==> src/rtl/uart_rx_stream_bridge.sv <==
// ============================================================================
// Module   : uart_rx_stream_bridge
// Brief    : UART receiver feeding a show-ahead byte FIFO with a valid/ready
//            output stream. Define UART_RX_BRIDGE_PARITY_EN for 8E1 frames.
// Revision : 1.0 - initial release
// ============================================================================
`default_nettype none

module uart_rx_stream_bridge #(
    parameter int ClockFrequency = 12_000_000,
    parameter int BaudRate       = 115_200,
    parameter int FifoDepth      = 16
) (
    input  logic                       clk_sys_i,
    input  logic                       rst_sys_i,
    input  logic                       uart_rx_i,
    output logic [7:0]                 m_data_o,
    output logic                       m_valid_o,
    input  logic                       m_ready_i,
    output logic [$clog2(FifoDepth):0] level_o,
    output logic                       frame_err_o,
    output logic                       parity_err_o,
    output logic                       overflow_o
);

    localparam int                 c_CLKS_PER_BIT = ClockFrequency / BaudRate;
    localparam int                 c_CNT_W        = $clog2(c_CLKS_PER_BIT);
    localparam logic [c_CNT_W-1:0] c_CNT_MAX      = c_CNT_W'(c_CLKS_PER_BIT - 1);
    localparam logic [c_CNT_W-1:0] c_CNT_MID      = c_CNT_W'(c_CLKS_PER_BIT / 2);
    localparam int                 c_AW           = $clog2(FifoDepth);
    localparam logic [c_AW:0]      c_FULL_LEVEL   = (c_AW + 1)'(FifoDepth);

    typedef enum logic [2:0] {
        S_IDLE      = 3'd0,
        S_START     = 3'd1,
        S_DATA      = 3'd2,
        S_PARITY    = 3'd3,
        S_STOP      = 3'd4,
        S_WAIT_IDLE = 3'd5
    } state_e;

    logic               rx_meta_q, rx_s_q, rx_prev_q;
    state_e             state_q, state_d;
    logic [c_CNT_W-1:0] cnt_q, cnt_d;
    logic [2:0]         bit_q, bit_d;
    logic [7:0]         shift_q, shift_d;
    logic               push_q, push_d;
    logic               frame_err_q, frame_err_d;
    logic               w_mid;
`ifdef UART_RX_BRIDGE_PARITY_EN
    logic               par_q, par_d;
    logic               parity_err_q, parity_err_d;
`endif

    // Synchroniser and edge-detect history preset high so reset looks like an idle line.
    always_ff @(posedge clk_sys_i or posedge rst_sys_i) begin
        if (rst_sys_i) begin
            rx_meta_q <= 1'b1;
            rx_s_q    <= 1'b1;
            rx_prev_q <= 1'b1;
        end else begin
            rx_meta_q <= uart_rx_i;
            rx_s_q    <= rx_meta_q;
            rx_prev_q <= rx_s_q;
        end
    end

    assign w_mid = (cnt_q == c_CNT_MID);

    always_ff @(posedge clk_sys_i or posedge rst_sys_i) begin
        if (rst_sys_i) begin
            state_q      <= S_IDLE;
            cnt_q        <= '0;
            bit_q        <= '0;
            shift_q      <= '0;
            push_q       <= 1'b0;
            frame_err_q  <= 1'b0;
`ifdef UART_RX_BRIDGE_PARITY_EN
            par_q        <= 1'b0;
            parity_err_q <= 1'b0;
`endif
        end else begin
            state_q      <= state_d;
            cnt_q        <= cnt_d;
            bit_q        <= bit_d;
            shift_q      <= shift_d;
            push_q       <= push_d;
            frame_err_q  <= frame_err_d;
`ifdef UART_RX_BRIDGE_PARITY_EN
            par_q        <= par_d;
            parity_err_q <= parity_err_d;
`endif
        end
    end

    always_comb begin
        state_d      = state_q;
        cnt_d        = (cnt_q == c_CNT_MAX) ? '0 : cnt_q + 1'b1;
        bit_d        = bit_q;
        shift_d      = shift_q;
        push_d       = 1'b0;
        frame_err_d  = 1'b0;
`ifdef UART_RX_BRIDGE_PARITY_EN
        par_d        = par_q;
        parity_err_d = 1'b0;
`endif
        case (state_q)
            S_IDLE: begin
                cnt_d = '0;
                bit_d = '0;
                if (!rx_s_q && rx_prev_q) state_d = S_START;
            end
            S_START: begin
                if (w_mid) state_d = rx_s_q ? S_IDLE : S_DATA;
            end
            S_DATA: begin
                if (w_mid) begin
                    shift_d = {rx_s_q, shift_q[7:1]};
                    bit_d   = bit_q + 3'd1;
                    if (bit_q == 3'd7) begin
`ifdef UART_RX_BRIDGE_PARITY_EN
                        state_d = S_PARITY;
`else
                        state_d = S_STOP;
`endif
                    end
                end
            end
`ifdef UART_RX_BRIDGE_PARITY_EN
            S_PARITY: begin
                if (w_mid) begin
                    par_d   = rx_s_q;
                    state_d = S_STOP;
                end
            end
`endif
            S_STOP: begin
                if (w_mid) begin
                    if (rx_s_q) begin
                        state_d = S_IDLE;
`ifdef UART_RX_BRIDGE_PARITY_EN
                        if (^{shift_q, par_q}) parity_err_d = 1'b1;
                        else                   push_d       = 1'b1;
`else
                        push_d = 1'b1;
`endif
                    end else begin
                        frame_err_d = 1'b1;
                        state_d     = S_WAIT_IDLE;
                    end
                end
            end
            S_WAIT_IDLE: begin
                cnt_d = '0;
                if (rx_s_q) state_d = S_IDLE;
            end
            default: state_d = S_IDLE;
        endcase
    end

    // Byte FIFO; shift_q is stable during the push cycle so it is written directly.
    logic [7:0]      mem_q [FifoDepth];
    logic [c_AW-1:0] wr_ptr_q, rd_ptr_q;
    logic [c_AW:0]   count_q;
    logic            overflow_q;
    logic            w_full, w_pop, w_push;

    assign w_full = (count_q == c_FULL_LEVEL);
    assign w_pop  = (count_q != '0) && m_ready_i;
    assign w_push = push_q && (!w_full || w_pop);

    always_ff @(posedge clk_sys_i) begin
        if (w_push) mem_q[wr_ptr_q] <= shift_q;
    end

    always_ff @(posedge clk_sys_i or posedge rst_sys_i) begin
        if (rst_sys_i) begin
            wr_ptr_q   <= '0;
            rd_ptr_q   <= '0;
            count_q    <= '0;
            overflow_q <= 1'b0;
        end else begin
            if (w_push) wr_ptr_q <= wr_ptr_q + 1'b1;
            if (w_pop)  rd_ptr_q <= rd_ptr_q + 1'b1;
            case ({w_push, w_pop})
                2'b10:   count_q <= count_q + 1'b1;
                2'b01:   count_q <= count_q - 1'b1;
                default: count_q <= count_q;
            endcase
            overflow_q <= push_q && w_full && !w_pop;
        end
    end

    assign m_valid_o   = (count_q != '0);
    assign m_data_o    = mem_q[rd_ptr_q];
    assign level_o     = count_q;
    assign frame_err_o = frame_err_q;
    assign overflow_o  = overflow_q;
`ifdef UART_RX_BRIDGE_PARITY_EN
    assign parity_err_o = parity_err_q;
`else
    assign parity_err_o = 1'b0;
`endif

endmodule

`default_nettype wire

==> config.mk <==
export PLATFORM = sky130hd
export DESIGN_NAME = uart_rx_stream_bridge
export DESIGN_NICKNAME = d
export VERILOG_FILES = /design/src/rtl/uart_rx_stream_bridge.sv
export SDC_FILE = /design/constraint.sdc
export NUM_CORES = 1
export LEC_CHECK = 0
export BUFFER_PORTS_ARGS = -buffer_cell sky130_fd_sc_hd__buf_2
export CORE_AREA = 2 2 114 116
export DETAILED_ROUTE_END_ITERATION = 12
export DIE_AREA = 0 0 116 118
export PLACE_DENSITY = 0.73
export REMOVE_ABC_BUFFERS = 1
export SETUP_SLACK_MARGIN = 0.5
export SLEW_MARGIN = 20
export SYNTH_ARGS = -nofsm -noshare
export SYNTH_HDL_FRONTEND = slang
export SYNTH_SLANG_ARGS = --single-unit
==> constraint.sdc <==
create_clock -name clk_sys_i -period 3.2 [get_ports clk_sys_i]
set_input_delay 0.48 -clock clk_sys_i [delete_from_list [all_inputs] [get_ports clk_sys_i]]
set_output_delay 0.48 -clock clk_sys_i [all_outputs]
set_load 0.01 [all_outputs]
==> impl_metrics.csv, run 1 <==
group,metric,value,unit
setup_path,critical_path_required,2.72,ns
setup_path,endpoint_kind,"output pin",
sta,hold_viol,0,
finish,final_nets,462,
yosys,yosys.area_share.simple,7.12,%
hold_path,hp-class,"input pin to flop",
sta,timing.final.crit_share,81.6,%
job,cap_viol_max_count,0,
cts,numCtsBuffers,17,
floorplan,core_area,0.0124,mm2
routing,vias,3680,
finish,final_cell_mix,"edfxtp_1, dfrtp_1, mux4_2, nor2_1, nand2_1",
yosys,synth_top_area_cell,"edfxtp_1",
floorplan,pin_count,21,
yosys,netlist.area_leader.share,55.2,%
global_route,antenna_found_initial,0,
yosys,synthesis.area,0.00696,mm2
cts,cts_tree,"done",
yosys,synth_xor_area_share,1.51,%
routing,first_pass_iters,6,
setup_path,critPathMaxFanout,12,
finish,drive_above_1_share,27.8,%
routing,viasPerCell,5.82,
finish,final_area,0.00789,mm2
yosys,ys.warnings.count,0,
placed_design,dpl_cell_area,0.00728,mm2
sta,max_freq,0.383,GHz
power_and_ir_drop,p_per_area,695,mW/mm2
finish,layout_commonest_cell,"edfxtp_1",
yosys,synth_ff_type,"edfxtp_1",
placed_design,dp_slack,0.520,ns
yosys,synth_mux_area_share,12.3,%
yosys,ys_seq_area_share,69.6,%
routing,first_iter_violations,352,
cts,cts-root-buf,"clkbuf_16",
global_route,grt_pass1_wl,20200,um
power_and_ir_drop,peakVddDrop,450,uV
cts,clockBufferDepth,2,
floorplan,die_h,118,um
yosys,synth_enable_flop_cells,128,
cts,cts_max_level,4,
yosys,avgSynthCellArea,16.8,um2
routing,routed_wl,12700,um
yosys,synth_cells,414,
global_route,grt_max_degree,33,
placed_design,dp_hpwl,8150,um
routing,wl_per_cell,20.1,um
sta,max_slew_margin,41.1,%
power_and_ir_drop,p_total,5.48,mW
sta,layout_setup_ws,0.590,ns
yosys,async_flop_share,23.8,%
yosys,ys_ff_latch,168,
yosys,synth_top_family_by_area,"multiplexers",
global_route,grt_pass1_vias,3729,
placed_design,routabilityCongestion,0.866,
placed_design,portBuffers,19,
run_status,outcome,"finished, final reports clean",
finish,final_util,63.6,%
sta,min_period,2.61,ns
floorplan,initial_core_util,56.1,%
cts,cts.clk_slew.worst_paths,0.06,ns
floorplan,dieArea,0.0137,mm2
routing,antenna_left,0,
finish,antenna_cells,0,
global_route,grt_usage,20.5,%
cts,cts.sinks,168,
yosys,synth-compound-area-share,5.32,%
sta,tns,0,ns
sta,hold-worst-slack,0.160,ns
routing,drcViolationCount,0,
finish,finalNonFillerCells,632,
finish,area_delta_synth_final,13.3,%
sta,setup_viol,0,
power_and_ir_drop,p_leak,3.18,nW
yosys,synth_fa_ha_area_share,1.98,%
floorplan,core.rowCount,41,
global_route,overflow,0,
sta,worst_slew_pin_slew,0.880,ns
floorplan,die_w,116,um
setup_path,crit_path_start_kind,"flop",
sta,drv_slew,0,
cts,clock_latency,0.42,ns
placed_design,dp.cells,597,
setup_path,critPathArrivalTime,2.13,ns
sta,fin_skew,0.00632,ns
yosys,synth.distinct_cells,57,
sta,rsz0062_at_grt,"false",
yosys,synth_area_leaders,"edfxtp_1, dfrtp_1, mux4_2",
setup_path,critPathKind,"flop to output pin",
power by group:
group          switching (mW)  internal (mW)
Clock                   0.792           1.10
Combinational           0.518          0.469
Sequential              0.177           2.42
Total                    1.49           3.99
cell families after synthesis:
family                   count (synthesis)
buffers and inverters                   32
AND/OR/NAND/NOR                         95
multiplexers                            44
other                                    1
AO/OA/AOI/OAI                           51
adder cells (fa/ha/maj)                 11
flip-flops                             168
XOR/XNOR                                12
cells in the mapped netlist (3+ instances only):
library cell  count
nand2b_1          4
nand2_1          22
buf_2             5
nor3b_1           3
nand3_1           6
and3_1            3
o21ai_0           6
nor4_1            5
a22oi_1          18
edfxtp_1        128
xor2_1            4
nor3_1            6
ha_1             11
clkbuf_1         10
nor2b_1           6
xnor2_1           8
mux4_2           32
a21oi_1           8
or2_2             3
buf_1             3
nor2_1           25
dfstp_2           3
mux2_2           11
dfrtp_1          37
inv_1            10
state kept, by name, summed over array words and instances, names as in the netlist:
register,cells
rx_s_q,1
frame_err_o,1
level_o,5
mem_q,128
bit_q,3
state_q,3
rx_meta_q,1
rx_prev_q,1
cnt_q,7
rd_ptr_q,4
shift_q,8
push_q,1
overflow_o,1
wr_ptr_q,4
worst paths after layout:
check / cells after the start / end / slack [ns] / start
min in group asynchronous: 2 / push_q$_DFF_PP0_ / 0.21 / rst_sys_i
min: 1 / rx_meta_q$_DFF_PP1_ / 0.16 / uart_rx_i
max reg2reg: 7 / level_o[3]$_DFFE_PP0P_ / 0.65 / level_o[1]$_DFFE_PP0P_
min reg2reg: 0 / rx_s_q$_DFF_PP1_ / 0.36 / rx_meta_q$_DFF_PP1_
max in group asynchronous: 3 / rx_prev_q$_DFF_PP1_ / 2.25 / rst_sys_i
max: 5 / m_data_o[6] / 0.59 / rd_ptr_q[0]$_DFFE_PP0N_
cell type report:
cell class	count	area [um2]
fillers	918	4520
multi-input cells	214	1980
repair buffers	36	243
well taps	172	215
inverters	10	37.5
flip-flops and latches	168	4850
clock buffers	20	457
clock inverters	12	103
worst max-delay path: stages (launching register included):
cell	delay [ns]
dfrtp_4	0.47
buf_12	0.17
mux4_2	0.52
a22oi_1	0.30
nand2_1	0.09
buf_2	0.14
per-layer routing:
layer / track usage [%] / up-vias / share of wire [%]
met2: 31.8 / 112 / 49
met4: 8.56 / 0 / 2.2
li1: - / 1679 / -
met5: 0 / - / 0
met3: 4.89 / 21 / 5.3
met1: 28.0 / 1868 / 43
timing repair:
action / in CTS / in global routing
buffers inserted: 3 / 0
hold buffers: 0 / 0
gates resized for setup: 2 / 4
endpoints found under the setup margin: 8 / 3
(Power assumes the default switching activity.)
==> run 2: changes to the inputs <==
clock period = 2.6 ns   (was 3.2 ns; I/O delays follow)
==> run 2 against run 1 <==
Effect of this change:
- combinational power up 59%
- sequential power up 22%
- via count up 5.3%
- clock-buffer cell count up 1
- hold slack worse by 0.096 ns
- total power up 26%
- final cell count up 3.2%
- critical endpoint is now m_data_o[7]
- largest power group unchanged
==> impl_metrics.csv, run 2 (synthesis gave the netlist of run 1 again) <==
group,metric,value,unit
finish,largest_register_ffs,128,
setup_path,critical_path.top_delay_family,"multiplexers",
setup_path,critPathMaxFanout,17,
routing,vias,3874,
finish,drive_above_1_share,36.3,%
power_and_ir_drop,p_per_area,830,mW/mm2
floorplan,pin_count,21,
global_route,grt_pass1_wl,21800,um
sta,timing.final.crit_share,94.0,%
sta,hold_viol,0,
placed_design,dpl_cell_area,0.00735,mm2
setup_path,ff2ff_path_depth,7,
global_route,grt_usage,22.0,%
cts,cts.clk_slew.worst_paths,0.06,ns
global_route,antenna_found_initial,0,
job,cap_viol_max_count,0,
run_status,outcome,"finished, final reports clean",
placed_design,portBuffers,19,
power_and_ir_drop,p_total,6.89,mW
hold_path,whs_path_depth,1,
routing,viasPerCell,5.94,
routing,first_pass_iters,4,
hold_path,hp-class,"input pin to flop",
cts,cts_max_level,4,
sta,max_slew_margin,53.2,%
setup_path,critPathKind,"flop to output pin",
setup_path,critPathArrivalTime,2.05,ns
routing,routed_wl,14100,um
floorplan,core_area,0.0124,mm2
setup_path,cp_cell_sequence,"buf_12 > mux4_2 > a22oi_1 > nand2_1 > buf_2",
sta,setup_viol,0,
hold_path,min_to,"rx_meta_q$_DFF_PP1_",
setup_path,regToRegStartpoint,"level_o[2]$_DFFE_PP0P_",
placed_design,routabilityCongestion,0.879,
placed_design,dp_hpwl,8300,um
floorplan,initial_core_util,56.1,%
setup_path,cp_num_buf_inv,2,
floorplan,core.rowCount,41,
global_route,overflow,0,
finish,final_cell_mix,"edfxtp_1, dfrtp_1, mux4_2, nand2_1, buf_2",
routing,first_iter_violations,364,
finish,area_delta_synth_final,19.3,%
sta,rsz0062_at_grt,"true",
routing,wl_per_cell,21.7,um
finish,reg_top3,"mem_q x128, shift_q x8, cnt_q x7",
routing,drcViolationCount,0,
finish,n_fill_cell,848,
sta,fin_skew,0.00579,ns
sta,worst_slew_pin_slew,0.700,ns
setup_path,r2r_slack,0.34,ns
finish,layout_commonest_cell,"edfxtp_1",
global_route,grt_max_degree,36,
sta,drv_slew,0,
global_route,grt_pass1_vias,3932,
cts,cts-root-buf,"clkbuf_16",
cts,clockBufferDepth,2,
finish,final_area,0.00831,mm2
setup_path,critical_path_required,2.21,ns
finish,antenna_cells,0,
power_and_ir_drop,peakVddDrop,579,uV
hold_path,hold_start,"uart_rx_i",
setup_path,crit_path_start_kind,"flop",
power_and_ir_drop,p_leak,3.29,nW
floorplan,die_h,118,um
cts,cts.sinks,168,
floorplan,dieArea,0.0137,mm2
setup_path,cp_slowest_cell,"mux4_2",
sta,max_freq,0.409,GHz
finish,final_nets,482,
sta,hold-worst-slack,0.0639,ns
cts,cts_tree,"done",
setup_path,endpoint_kind,"output pin",
floorplan,die_w,116,um
sta,min_period,2.44,ns
setup_path,cpPeakStageDelay,0.56,ns
routing,antenna_left,0,
sta,tns,0,ns
finish,regMostFlops,"mem_q",
cts,numCtsBuffers,17,
cts,clock_latency,0.42,ns
setup_path,crit-reg2reg-capture,"level_o[3]$_DFFE_PP0P_",
==> run 2: changes by cell type in the layout (fill, tap and decap cells not counted), moves of 3 or more <==
cell / change
a22oi_1: -3
a22oi_2: +3
buf_6: +17
clkbuf_1: +3
clkinv_4: -3
nand2_1: -3
nand2_8: +3
nor2_1: -13
nor2_2: +7
nor2_4: +6
nor3_1: -4
nor3_2: +3
==> run 2: how the worst max path moves through the flow <==
stage                                  startpoint                endpoint  slack, ns  cells after the start
final                     rd_ptr_q[0]$_DFFE_PP0N_             m_data_o[7]       0.16                      5
after global routing      rd_ptr_q[0]$_DFFE_PP0N_             m_data_o[7]       0.06                      5
after CTS                 rd_ptr_q[0]$_DFFE_PP0N_             m_data_o[4]       0.13                      5
after detailed placement   level_o[3]$_DFFE_PP0P_  level_o[3]$_DFFE_PP0P_       0.11                      7
after global placement     level_o[3]$_DFFE_PP0P_  level_o[3]$_DFFE_PP0P_       0.18                      7
after floorplan           rd_ptr_q[0]$_DFFE_PP0N_             m_data_o[0]      -0.16                      3
==> run 2: what timing repair did <==
action / in CTS / in global routing
buffers inserted: 9 / 7
setup endpoints to repair: 107 / 115
hold buffers: 1 / 0
pin swaps: 7 / 13
hold endpoints to repair: 7 / 0
resized for setup: 30 / 42
==> run 2: final cells by class <==
cell class | count | area (um2) | share of cell area (%)
Sequential cell | 168 | 4850 | 58.4
Inverter | 10 | 37.5 | 0.452
Tap cell | 172 | 215 | 2.59
Clock buffer | 21 | 440 | 5.30
Clock inverter | 11 | 58.8 | 0.708
Multi-Input combinational cell | 214 | 2230 | 26.8
Timing Repair Buffer | 56 | 479 | 5.77
==> run 2: routing by layer <==
metal | wire length (um) | share of wire (%) | global-route usage (%) | up-vias
met5 | 0 | 0 | 0 | -
met4 | 447 | 3.2 | 10.6 | 0
met3 | 772 | 5.5 | 4.74 | 38
met2 | 7100 | 50 | 34.9 | 137
met1 | 5820 | 41 | 29.1 | 1965
li1 | - | - | - | 1734
==> run 2: worst reg2reg max path, stage by stage, from the launching register on <==
cell	delay, ns
dfrtp_1	0.39
or4_4	0.57
nor2_4	0.13
nor2_2	0.07
ha_4	0.26
and2b_1	0.15
a221o_1	0.32
mux2_4	0.26
==> run 2: report_power, final <==
group | internal, mW | switching (mW) | total [mW] | leakage (nW)
registers | 2.98 | 0.188 | 3.17 | 2.00
clock network | 1.20 | 0.955 | 2.15 | 0.239
logic | 0.767 | 0.806 | 1.57 | 1.06
total | 4.94 | 1.95 | 6.89 | 3.29
==> run 2: stage by stage <==
step | setup slack (ns) | util [%] | instances
after CTS | 0.133 | 64.9 | 645
after floorplan | -0.160 | - | 392
after detailed placement | 0.105 | 59.2 | 603
final | 0.156 | 66.9 | 652
after global routing | 0.0614 | 66.9 | 652
after global placement | 0.181 | 59.2 | 603
==> run 3: changes to the inputs <==
CTS_BUF_LIST = sky130_fd_sc_hd__clkbuf_8   (was not set)
==> run 3 against run 2 <==
Effect of this change:
- die area stayed put
- hold slack better by 0.29 ns
- setup slack worse by 0.019 ns
- routed wire length is 0.71% lower
- largest cell class unchanged
- highest routed layer unchanged
==> impl_metrics.csv, run 3 (synthesis gave the netlist of run 1 again) <==
group,metric,value,unit
finish,layout_commonest_cell,"edfxtp_1",
hold_path,hold_start,"rx_meta_q$_DFF_PP1_",
placed_design,dp_slack,0.105,ns
placed_design,routabilityCongestion,0.879,
floorplan,die_w,116,um
sta,setup_viol,0,
sta,hold_viol,0,
power_and_ir_drop,p_total,6.23,mW
cts,cts_max_level,4,
setup_path,cp_cell_sequence,"buf_12 > mux4_2 > a22oi_1 > nand2_1 > buf_2",
routing,viasPerCell,5.92,
finish,drive_above_1_share,36.7,%
setup_path,cpPeakStageDelay,0.51,ns
finish,final_nets,484,
cts,cts_tree,"done",
global_route,grt_pass1_wl,21300,um
power_and_ir_drop,swShare,29.9,%
sta,layout_setup_ws,0.137,ns
power_and_ir_drop,p_int,4.37,mW
sta,rsz0062_at_grt,"true",
finish,regMostFlops,"mem_q",
run_status,outcome,"finished, final reports clean",
setup_path,ff2ff_path_depth,7,
routing,wl_per_cell,21.5,um
setup_path,regToRegStartpoint,"level_o[1]$_DFFE_PP0P_",
cts,cts.clk_slew.worst_paths,0.08,ns
floorplan,pin_count,21,
floorplan,core.rowCount,41,
hold_path,whs_path_depth,0,
global_route,grt_max_degree,36,
finish,final_cell_mix,"edfxtp_1, dfrtp_1, mux4_2, nand2_1, buf_2",
setup_path,critPathArrivalTime,2.07,ns
cts,numCtsBuffers,17,
finish,largest_register_ffs,128,
routing,vias,3871,
power_and_ir_drop,power_frac_comb,25.4,%
finish,final_area,0.00817,mm2
finish,reg_top3,"mem_q x128, shift_q x8, cnt_q x7",
setup_path,crit_path_start_kind,"flop",
cts,clock_latency,0.45,ns
power_and_ir_drop,p_leak,3.23,nW
global_route,overflow,0,
floorplan,initial_core_util,56.1,%
floorplan,die_h,118,um
setup_path,critical_path.top_delay_family,"multiplexers",
sta,max_freq,0.406,GHz
routing,first_iter_violations,381,
power_and_ir_drop,peakVddDrop,563,uV
setup_path,critPathKind,"flop to output pin",
global_route,antenna_found_initial,0,
sta,max_slew_margin,52.1,%
sta,min_period,2.46,ns
power_and_ir_drop,p_per_area,763,mW/mm2
power_and_ir_drop,p_switching,1.87,mW
floorplan,dieArea,0.0137,mm2
setup_path,critical_path_required,2.21,ns
global_route,grt_usage,21.4,%
sta,timing.final.crit_share,94.7,%
power_and_ir_drop,clockPowerShare,24.1,%
power_and_ir_drop,power_frac_seq,50.5,%
routing,routed_wl,14000,um
hold_path,hp-class,"flop to flop",
cts,cts.sinks,168,
finish,area_delta_synth_final,17.3,%
routing,antenna_left,0,
setup_path,cp_num_buf_inv,2,
floorplan,core_area,0.0124,mm2
setup_path,crit-reg2reg-capture,"level_o[3]$_DFFE_PP0P_",
setup_path,critPathMaxFanout,17,
setup_path,crit_start,"rd_ptr_q[0]$_DFFE_PP0N_",
global_route,grt_pass1_vias,3890,
placed_design,dpl_cell_area,0.00735,mm2
placed_design,portBuffers,19,
routing,first_pass_iters,5,
setup_path,r2r_slack,0.37,ns
setup_path,endpoint_kind,"output pin",
finish,antenna_cells,0,
setup_path,cp_slowest_cell,"mux4_2",
job,cap_viol_max_count,0,
finish,n_fill_cell,882,
sta,fin_skew,0.0141,ns
hold_path,min_to,"rx_s_q$_DFF_PP1_",
cts,cts-root-buf,"clkbuf_8",
sta,worst_slew_pin_slew,0.719,ns
sta,drv_slew,0,
placed_design,dp_hpwl,8300,um
routing,drcViolationCount,0,
cts,clockBufferDepth,2,
## run 3: repair_timing
action                                 CTS  global route
endpoints found under the hold margin    7             1
hold buffers                             1             1
resized for setup                       33            45
pin swaps                                6             9
buffers inserted                         8             9
cloned                                   0             0
setup endpoints to repair               99           112
## run 3: through the flow
stage / utilization (%) / instances / setup TNS, ns / hold WS (ns)
after floorplan: - / 392 / -1.26 / 0.345
after global placement: 59.2 / 603 / 0 / 0.347
after detailed placement: 59.2 / 603 / 0 / 0.347
after CTS: 63.4 / 644 / 0 / 0.00824
after global routing: 65.8 / 654 / 0 / 0.368
final: 65.8 / 654 / 0 / 0.358
## run 3: worst reg2reg max path: cells and delay by family (launching register included)
kind | cells | cell delay, ns
multiplexers | 1 | 0.26
AO/OA/AOI/OAI | 1 | 0.32
AND/OR/NAND/NOR | 4 | 0.93
flip-flops | 1 | 0.38
adder cells (fa/ha/maj) | 1 | 0.24
## run 3: area by class of cell
class	instances	area [um2]	area share, %
well taps	172	215	2.64
flip-flops and latches	168	4850	59.4
clock buffers	17	234	2.87
multi-input cells	214	2240	27.5
inverters	10	37.5	0.460
repair buffers	58	509	6.24
clock inverters	15	73.8	0.904
## run 3: layer usage
| metal | track usage [%] | up-vias | wire length, um | part of all wire [%] |
|---|---|---|---|---|
| met4 | 7.74 | 0 | 216 | 1.5 |
| li1 | - | 1735 | - | - |
| met3 | 5.10 | 21 | 760 | 5.4 |
| met1 | 28.7 | 1970 | 5720 | 41 |
| met2 | 34.5 | 145 | 7340 | 52 |
| met5 | 0 | - | 0 | 0 |
## run 3: power by group through the flow
stage / registers [mW] / logic [mW] / clock network (mW)
2_1_floorplan: 3.37 / 0.670 / 0
3_3_place_gp: 3.17 / 1.29 / 0
3_5_place_dp: 3.18 / 1.32 / 0
4_1_cts: 3.13 / 1.50 / 1.53
5_1_grt: 3.17 / 1.72 / 1.65
6_report: 3.15 / 1.59 / 1.50
## run 3: worst max path at each step
stage | endpoint | slack [ns] | cells past startpoint
after floorplan | m_data_o[0] | -0.16 | 3
after global placement | level_o[3]$_DFFE_PP0P_ | 0.18 | 7
after detailed placement | level_o[3]$_DFFE_PP0P_ | 0.11 | 7
after CTS | m_data_o[7] | 0.09 | 5
after global routing | m_data_o[4] | 0.02 | 5
final | m_data_o[7] | 0.14 | 5
